[src/rtl/uart_frame_parser.sv]
// rtl/uart_frame_parser.sv - extracts 55 AA LEN PAYLOAD [CHK] frames from the UART RX byte stream
// Define UART_FRAME_CHK_EN to require and verify the trailing checksum byte.
module uart_frame_parser #(
   parameter int P_MAX_LEN = 16,
   parameter int P_TIMEOUT = 100000
) (
   input  logic       i_clk,
   input  logic       i_rst_n,
   input  logic [7:0] i_rx_data,
   input  logic       i_rx_valid,
   output logic [7:0] o_data,
   output logic       o_valid,
   input  logic       i_ready,
   output logic       o_last,
   output logic       o_frame_ok,
   output logic       o_frame_err,
   output logic [1:0] o_err_code,
   output logic       o_drop,
   output logic       o_busy
);
   localparam int LW = $clog2(P_MAX_LEN + 1);
   localparam int AW = (P_MAX_LEN > 1) ? $clog2(P_MAX_LEN) : 1;
   localparam int TW = $clog2(P_TIMEOUT + 1);
   localparam logic [7:0]    MAX_LEN8 = 8'(P_MAX_LEN);
   localparam logic [TW-1:0] TMO_LAST = TW'(P_TIMEOUT - 1);

   typedef enum logic [2:0] {
      S_IDLE, S_HDR2, S_LEN, S_PAYLOAD, S_CHK, S_DRAIN
   } state_t;

   state_t        state_q, state_d;
   logic [LW-1:0] len_q, len_d;
   logic [LW-1:0] idx_q, idx_d;
   logic [TW-1:0] tmo_q, tmo_d;
   logic          frame_ok_q, frame_ok_d;
   logic          frame_err_q, frame_err_d;
   logic [1:0]    err_code_q, err_code_d;
   logic          wr_en;
   logic          idx_at_end;
   logic          in_frame;
   logic [7:0]    buf_q [P_MAX_LEN];
`ifdef UART_FRAME_CHK_EN
   logic [7:0]    sum_q, sum_d;
`endif

   // idx_q is the write pointer while collecting and the read pointer while draining
   assign idx_at_end = (idx_q == len_q - LW'(1));
   assign in_frame   = (state_q == S_HDR2) || (state_q == S_LEN) ||
                       (state_q == S_PAYLOAD) || (state_q == S_CHK);

   always_comb begin
      state_d     = state_q;
      len_d       = len_q;
      idx_d       = idx_q;
      tmo_d       = '0;
      frame_ok_d  = 1'b0;
      frame_err_d = 1'b0;
      err_code_d  = err_code_q;
      wr_en       = 1'b0;
`ifdef UART_FRAME_CHK_EN
      sum_d       = sum_q;
`endif
      if (!i_rx_valid && in_frame) tmo_d = tmo_q + TW'(1);

      case (state_q)
         S_IDLE: if (i_rx_valid && i_rx_data == 8'h55) state_d = S_HDR2;
         S_HDR2: if (i_rx_valid) begin
            if (i_rx_data == 8'hAA)      state_d = S_LEN;
            else if (i_rx_data != 8'h55) state_d = S_IDLE;
         end
         S_LEN: if (i_rx_valid) begin
            if (i_rx_data == 8'h00 || i_rx_data > MAX_LEN8) begin
               state_d     = S_IDLE;
               frame_err_d = 1'b1;
               err_code_d  = 2'd1;
            end else begin
               state_d = S_PAYLOAD;
               len_d   = i_rx_data[LW-1:0];
               idx_d   = '0;
`ifdef UART_FRAME_CHK_EN
               sum_d   = i_rx_data;
`endif
            end
         end
         S_PAYLOAD: if (i_rx_valid) begin
            wr_en = 1'b1;
            idx_d = idx_q + LW'(1);
`ifdef UART_FRAME_CHK_EN
            sum_d = sum_q + i_rx_data;
            if (idx_at_end) state_d = S_CHK;
`else
            if (idx_at_end) begin
               state_d    = S_DRAIN;
               frame_ok_d = 1'b1;
               idx_d      = '0;
            end
`endif
         end
`ifdef UART_FRAME_CHK_EN
         S_CHK: if (i_rx_valid) begin
            if (i_rx_data == sum_q) begin
               state_d    = S_DRAIN;
               frame_ok_d = 1'b1;
               idx_d      = '0;
            end else begin
               state_d     = S_IDLE;
               frame_err_d = 1'b1;
               err_code_d  = 2'd2;
            end
         end
`endif
         S_DRAIN: if (i_ready) begin
            if (idx_at_end) begin
               state_d = S_IDLE;
               idx_d   = '0;
            end else begin
               idx_d = idx_q + LW'(1);
            end
         end
         default: state_d = S_IDLE;
      endcase

      // A stalled sender aborts the frame; an arriving byte always wins over the timeout
      if (!i_rx_valid && in_frame && tmo_q == TMO_LAST) begin
         state_d     = S_IDLE;
         frame_err_d = 1'b1;
         err_code_d  = 2'd3;
         tmo_d       = '0;
      end
   end

   always_ff @(posedge i_clk or negedge i_rst_n) begin
      if (!i_rst_n) begin
         state_q     <= S_IDLE;
         len_q       <= '0;
         idx_q       <= '0;
         tmo_q       <= '0;
         frame_ok_q  <= 1'b0;
         frame_err_q <= 1'b0;
         err_code_q  <= 2'd0;
`ifdef UART_FRAME_CHK_EN
         sum_q       <= 8'h00;
`endif
      end else begin
         state_q     <= state_d;
         len_q       <= len_d;
         idx_q       <= idx_d;
         tmo_q       <= tmo_d;
         frame_ok_q  <= frame_ok_d;
         frame_err_q <= frame_err_d;
         err_code_q  <= err_code_d;
`ifdef UART_FRAME_CHK_EN
         sum_q       <= sum_d;
`endif
      end
   end

   always_ff @(posedge i_clk) begin
      if (wr_en) buf_q[idx_q[AW-1:0]] <= i_rx_data;
   end

   assign o_valid     = (state_q == S_DRAIN);
   assign o_data      = o_valid ? buf_q[idx_q[AW-1:0]] : 8'h00;
   assign o_last      = o_valid && idx_at_end;
   assign o_frame_ok  = frame_ok_q;
   assign o_frame_err = frame_err_q;
   assign o_err_code  = err_code_q;
   assign o_drop      = o_valid && i_rx_valid;
   assign o_busy      = (state_q != S_IDLE);
endmodule
[config.mk]
export PLATFORM = sky130hd
export DESIGN_NAME = uart_frame_parser
export DESIGN_NICKNAME = d
export VERILOG_FILES = /design/src/rtl/uart_frame_parser.sv
export SDC_FILE = /design/constraint.sdc
export NUM_CORES = 1
export LEC_CHECK = 0
export BUFFER_PORTS_ARGS = -buffer_cell sky130_fd_sc_hd__buf_2
export CAP_MARGIN = 20
export CORE_ASPECT_RATIO = 1.1
export CORE_UTILIZATION = 35
export DETAILED_ROUTE_END_ITERATION = 10
export SETUP_SLACK_MARGIN = 0.1
export SYNTH_ARGS = -nofsm -noshare
export SYNTH_HDL_FRONTEND = slang
export SYNTH_SLANG_ARGS = --single-unit
[constraint.sdc]
create_clock -name i_clk -period 2.7 [get_ports i_clk]
set_input_delay 0.135 -clock i_clk [delete_from_list [all_inputs] [get_ports i_clk]]
set_output_delay 0.135 -clock i_clk [all_outputs]
set_load 0.005 [all_outputs]
==> results.tsv, run 1 <==
stage	metric	value	unit
pwr	Clock power frac	0.443	
setup_path	CP startpoint kind	flip-flop	
clocking	post-CTS setup buffer count	0	
pwr	sequential power share	0.509	
pwr	Switching Power	1287	µW
sta	RSZ-0062 raised after global routing	true	
worst_hold_path	worst min path class	in2reg	
setup_path	Setup Crit Path Kind	reg2out	
global_route	vias in the first global route	4079	
layout	layout cells sized above 1	0.2860	
synthesis	Post-synth EDFFs	128	
sta	worst hold slack	0.04019	ns
synthesis	Syn Std Cell Area	6913	µm²
setup_path	Crit path depth	5	
setup_path	CP required	2.57	ns
synthesis	Warnings, synthesis	0	
synthesis	Synth area leaders	edfxtp_1, mux4_2, dfrtp_1	
synthesis	sequential share of the synthesized area	0.6791	
global_route	first-pass GRT wire length	23.07	mm
layout	Filler cells	1728	
layout	Core Util, Final	0.4249	
sta	Final Hold Fails	0	
clocking	Worst-path clk slew	0.08	ns
layout	Final nets	498	
global_route	antenna violations before repair	0	
setup_path	crit path buf inv count	2	
pwr	Worst VDD drop	0.4657	mV
drt	post-route ant nets	0	
clocking	CTS tree	done	
placed_design	Post-DP HPWL	9.800	mm
drt	Total Wirelength	14.87	mm
pwr	Switching Share	0.2375	
floorplanning	die extent in x	136	µm
worst_hold_path	worst hold path cell count	3	
pwr	P_int	4133	µW
floorplanning	Cell Rows	53	
floorplanning	io pins	28	
clocking	Root Driver	clkbuf_16	
drt	DR pass1 iterations	4	
pwr	Logic pwr share	0.048	
sta	clock skew	0.01733	ns
setup_path	most frequent CP cell	mux4_2	
layout	Layout area overhead	18.19	%
floorplanning	die height	149.4	µm
clocking	Max Root-Sink Buffers	2	
sta	final worst path period share	0.9387	
placed_design	gpl congestion	0.7849	
floorplanning	placeable core area	19230	µm²
clocking	worst-skew pair later-pin latency	0.43	ns
setup_path	cell count of the worst reg-to-reg path	5	
sta	setup TNS	0	ns
sta	Fmax	394.5	MHz
global_route	GRT Total Usage	0.1577	
setup_path	worst reg-to-reg setup slack	0.43	ns
drt	DRT iter0 DRCs	188	
sta	final setup fails	0	
pwr	Leak	0.002850	µW
pwr	P per Cell Area	663.4	nW/µm²
synthesis	library cells used by synthesis	51	
global_route	GR Overflow Total	0	
clocking	CTS buffer count	17	
drt	DR DRC count	0	
setup_path	slowest cell delay on critical path	0.53	ns
synthesis	Syn Inst Count	417	
synthesis	Yosys reg bits	162	
setup_path	Critical Path AT	2.40	ns
global_route	largest net degree at the start of global routing	38	
drt	Via-to-Cell Ratio	5.242	
floorplanning	full die area	20320	µm²
synthesis	share of the synthesized area in the top cell type	0.5560	
layout	FF+latch area	4696	µm²
synthesis	post-synth top area cell	edfxtp_1	
synthesis	top_reg_cell synth	edfxtp_1	
sta	relative slew slack	0.4801	
layout	multi-input logic area	2093	µm²
synthesis	synthesized area per cell	16.58	µm²
run_status	status	finished clean	
setup_path	CP max-delay cell	mux4_2	
drt	Routed WL per cell	20.10	µm
sta	Final Max Slew Viols	0	
synthesis	top-count cell post-synth	edfxtp_1	
drt	Vias	3879	
sta	min cycle time layout	2.535	ns
synthesis	syn_nets	435	
clocking	clk sinks	162	
floorplanning	initial core utilization	0.3595	
sta	Worst Tran Pin Value	0.7798	ns
setup_path	CP Max Fanout	13	
synthesis	synth cell count leaders	edfxtp_1, mux4_2, nor2_1	
setup_path	CP Cell Sequence	buf_12 > mux4_2 > mux4_2 > and2_1 > buf_2	
setup_path	delay-heaviest family, CP	multiplexers	
synthesis	Post-synth ARST share	0.2099	
layout	antenna cells	0	
setup_path	Critical Path Sink Type	output pin	
placed_design	port bufs	27	
clocking	CTS HTree Levels	4	
run	MaxCap Viol Count	0	
## cells by family after synthesis
logic type / after synthesis / synth area share
flops: 162 / 0.6791
simple gates: 128 / 0.09701
mux: 47 / 0.1414
buf+inv: 27 / 0.01810
compound gates: 25 / 0.02570
xor+xnor: 22 / 0.02787
fa+ha+maj: 6 / 0.01086
## layer usage
layer	share of wire	global-route usage
met5	0	0
met4	0.022	0.05722
met3	0.045	0.04145
met2	0.49	0.2543
met1	0.44	0.2041
## worst paths after layout
| kind | startpoint | endpoint |
|---|---|---|
| max reg2reg | state_q[2]$_DFFE_PN0P_ | buf_q[10][4]$_DFFE_PP_ |
| min in group asynchronous | i_rst_n | tmo_q[5]$_DFF_PN0_ |
| min | i_rx_valid | tmo_q[4]$_DFF_PN0_ |
| max in group asynchronous | i_rst_n | idx_q[0]$_DFFE_PN0P_ |
| min reg2reg | o_err_code[0]$_DFFE_PN0P_ | o_err_code[0]$_DFFE_PN0P_ |
| max | idx_q[0]$_DFFE_PN0P_ | o_data[7] |
## tightest hold or removal path, cell delays in order
cell      delay [ns]
buf_2           0.11
nand3b_1        0.15
nor2_1          0.06
## layout by cell type (no fill, tap or decap), drive strengths merged, types with 2 or more instances in the layout
cell | synthesis | layout
a211oi | 2 | 2
nor3 | 11 | 11
o21ai | 9 | 9
xor2 | 8 | 8
nand2 | 17 | 17
nor2b | 4 | 4
clkinv | 0 | 2
ha | 6 | 6
edfxtp | 128 | 128
and3 | 7 | 7
nor4 | 2 | 2
nor2 | 38 | 38
nand2b | 4 | 4
and2 | 10 | 10
mux2i | 2 | 2
o221ai | 2 | 2
or3 | 2 | 2
dfrtp | 34 | 34
or2 | 3 | 3
nand3 | 10 | 10
mux2 | 5 | 5
or4 | 3 | 3
xnor2 | 14 | 14
nand4b | 3 | 3
a21o | 2 | 2
nand4 | 4 | 4
clkbuf | 10 | 19
nand3b | 4 | 4
mux4 | 40 | 40
o22ai | 2 | 2
inv | 10 | 20
buf | 7 | 59
## sequential cells by signal, summed over array words and instances (netlist names)
register,flops
o_frame_err,1
o_err_code,2
o_frame_ok,1
len_q,5
state_q,3
buf_q,128
idx_q,5
tmo_q,17
## per-stage QoR
stage	cell area, µm²	power, µW	worst slack, ns	cells
2_1_floorplan	6913	2965	0.5755	417
3_3_place_gp	7536	3063	0.5316	706
3_5_place_dp	7536	3070	0.4769	706
4_1_cts	8142	5462	0.1267	739
5_1_grt	8170	5591	0.08181	740
6_report	8170	5420	0.1654	740
## power by group through the flow
stage               clock (µW)  combinational (µW)  sequential [µW]
floorplan                    0                 178             2790
global placement             0                 254             2810
detailed placement           0                 258             2810
CTS                       2440                 260             2760
global route              2540                 289             2760
finish                    2400                 260             2760
## final cells by class
cell class | instances | area share
Sequential cell | 162 | 0.5747
Multi-Input combinational cell | 228 | 0.2562
Timing Repair Buffer | 61 | 0.05421
Clock buffer | 18 | 0.05253
Tap cell | 247 | 0.03783
Clock inverter | 14 | 0.01991
Inverter | 10 | 0.004594
## repair_timing
item                                    in CTS  in global routing
resized for setup                            1                  1
hold buffers                                 1                  0
endpoints found under the setup margin       1                  2
cloned                                       0                  1
hold endpoints to repair                    34                  0
Note: power is estimated with default switching activity, not from simulation.
==> inputs of run 2 (changes only) <==
- BUFFER_PORTS_ARGS: -buffer_cell sky130_fd_sc_hd__buf_2 -> -buffer_cell sky130_fd_sc_hd__clkbuf_2
- GPL_ROUTABILITY_DRIVEN: not set -> 0
==> results.tsv, run 2 (synthesis results as in run 1) <==
stage	metric	value	unit	change
layout	Cell Count, Final, Fillers Out	740		unchanged
global_route	largest net degree at the start of global routing	38		unchanged
floorplanning	initial core utilization	0.3595		unchanged
sta	Final Max Slew Viols	0		unchanged
run	MaxCap Viol Count	0		unchanged
drt	DRT iter0 DRCs	259		+38%
global_route	vias in the first global route	4067		-0.29%
layout	max reg flops	128		unchanged
layout	Final nets	498		unchanged
layout	Core Util, Final	0.4226		-0.002212
setup_path	Critical Path Sink Type	output pin		
pwr	Leak	0.002816	µW	-1.2%
clocking	CTS buffer count	17		unchanged
clocking	CTS tree	done		
floorplanning	placeable core area	19230	µm²	unchanged
layout	layout cells sized above 1	0.2819		-0.004057
pwr	Worst VDD drop	0.4695	mV	+0.82%
setup_path	slowest cell delay on critical path	0.54	ns	about the same
pwr	Switching Power	1166	µW	-9.4%
setup_path	CP required	2.57	ns	about the same
global_route	first-pass GRT wire length	23.61	mm	+2.4%
drt	Total Wirelength	15.00	mm	+0.81%
global_route	GRT Total Usage	0.1627		+0.005027
layout	commonest non-fill, non-tap cells in the layout	edfxtp_1, mux4_2, nor2_1		
drt	post-route ant nets	0		unchanged
setup_path	Critical Path AT	2.37	ns	-0.03 ns
sta	worst hold slack	0.08292	ns	+0.04274 ns
sta	Final Hold Fails	0		unchanged
sta	clock skew	0.006245	ns	-0.01108 ns
setup_path	Critical Path Start	idx_q[0]$_DFFE_PN0P_		
clocking	CTS HTree Levels	4		unchanged
clocking	post-CTS setup buffer count	0		unchanged
setup_path	R2R Path Start	state_q[2]$_DFFE_PN0P_		
pwr	sequential power share	0.517		+0.008
setup_path	CP Cell Sequence	buf_12 > mux4_2 > mux4_2 > and2_1 > clkbuf_2		
drt	Routed WL per cell	20.26	µm	+0.81%
clocking	worst-skew pair later-pin latency	0.42	ns	about the same
pwr	Logic pwr share	0.050		+0.002
sta	Worst Tran Pin Value	0.8438	ns	+0.06395 ns
global_route	antenna violations before repair	0		unchanged
pwr	P per Cell Area	657.7	nW/µm²	-0.86%
worst_hold_path	worst min path class	in2reg		
layout	most common cell after layout, fill and taps aside	edfxtp_1		
setup_path	most frequent CP cell	mux4_2		
sta	Fmax	399.1	MHz	+1.2%
setup_path	Setup Crit Path Kind	reg2out		
drt	Via-to-Cell Ratio	5.141		-1.9%
floorplanning	Cell Rows	53		unchanged
drt	DR DRC count	0		unchanged
pwr	Clock power frac	0.434		-0.009
layout	Layout area overhead	17.57	%	
sta	min cycle time layout	2.505	ns	-0.02918 ns
pwr	P_int	4179	µW	+1.1%
drt	Vias	3804		-1.9%
pwr	Switching Share	0.2181		-0.01937
sta	RSZ-0062 raised after global routing	false		
placed_design	port bufs	27		unchanged
setup_path	CP Max Fanout	25		+12
setup_path	CP startpoint kind	flip-flop		
sta	setup TNS	0	ns	unchanged
clocking	clk sinks	162		unchanged
drt	DR pass1 iterations	4		unchanged
floorplanning	die extent in x	136	µm	unchanged
placed_design	Post-DP HPWL	10.03	mm	+2.3%
pwr	Total Power	5345	µW	-1.4%
worst_hold_path	worst hold path cell count	3		unchanged
sta	relative slew slack	0.4375		-0.04264
clocking	Max Root-Sink Buffers	2		unchanged
setup_path	cell count of the worst reg-to-reg path	5		unchanged
layout	antenna cells	0		unchanged
sta	final setup fails	0		unchanged
run_status	status	finished clean		
clocking	Root Driver	clkbuf_16		
floorplanning	io pins	28		unchanged
floorplanning	die height	149.4	µm	unchanged
floorplanning	full die area	20320	µm²	unchanged
sta	final worst path period share	0.9279		-0.01081
placed_design	DP Cell Count	707		+0.14%
clocking	Worst-path clk slew	0.06	ns	-0.02 ns
global_route	GR Overflow Total	0		unchanged
worst_hold_path	hold path start	i_rx_valid		
setup_path	CP max-delay cell	mux4_2		
[run 2: power groups by stage]
stage / sequential (µW) / combinational [µW] / clock (µW)
after floorplan: 2790 / 178 / 0
after global placement: 2810 / 261 / 0
after detailed placement: 2810 / 268 / 0
after CTS: 2760 / 270 / 2380
after global routing: 2770 / 300 / 2470
final: 2760 / 265 / 2320
[run 2: worst paths after layout]
| kind | end | slack (ns) |
|---|---|---|
| max in group asynchronous | idx_q[0]$_DFFE_PN0P_ | 1.76 |
| hold reg to reg | tmo_q[0]$_DFF_PN0_ | 0.48 |
| setup reg to reg | buf_q[13][3]$_DFFE_PP_ | 0.53 |
| setup / recovery | o_data[2] | 0.19 |
| hold / removal | tmo_q[4]$_DFF_PN0_ | 0.08 |
| min in group asynchronous | tmo_q[7]$_DFF_PN0_ | 0.35 |
[run 2: layout make-up]
class	instances	area [µm²]
sequential	162	4696
multi-input combinational	228	2093
inverter	10	37.54
tap	247	309.0
fill	1707	11100
clock buffer	20	436.7
timing repair buffer	61	421.7
clock inverter	12	133.9
[run 2: through the flow]
stage	worst slack, ns	cell area, µm²
floorplan	0.5755	6913
detailed placement	0.5070	7543
global placement	0.5446	7543
CTS	0.1423	8128
finish	0.1946	8128
global route	0.1048	8128
[run 2: worst max-delay path, delay by kind of cell (launching register included)]
kind | cells | cell delay, ns
simple gates | 1 | 0.18
flops | 1 | 0.39
mux | 2 | 1.04
buf+inv | 2 | 0.34
[run 2: per-layer routing]
layer / routed length (µm) / vias to the layer above / track usage
met2: 7545 / 118 / 0.2701
met1: 6115 / 1929 / 0.2096
met4: 191 / 0 / 0.05444
li1: - / 1739 / -
met5: 0 / - / 0
met3: 1144 / 18 / 0.03670
[run 2: repair_timing]
action,in CTS,in global routing
hold buffers,1,0
endpoints found under the setup margin,1,0
resized for setup,1,0
endpoints found under the hold margin,34,0
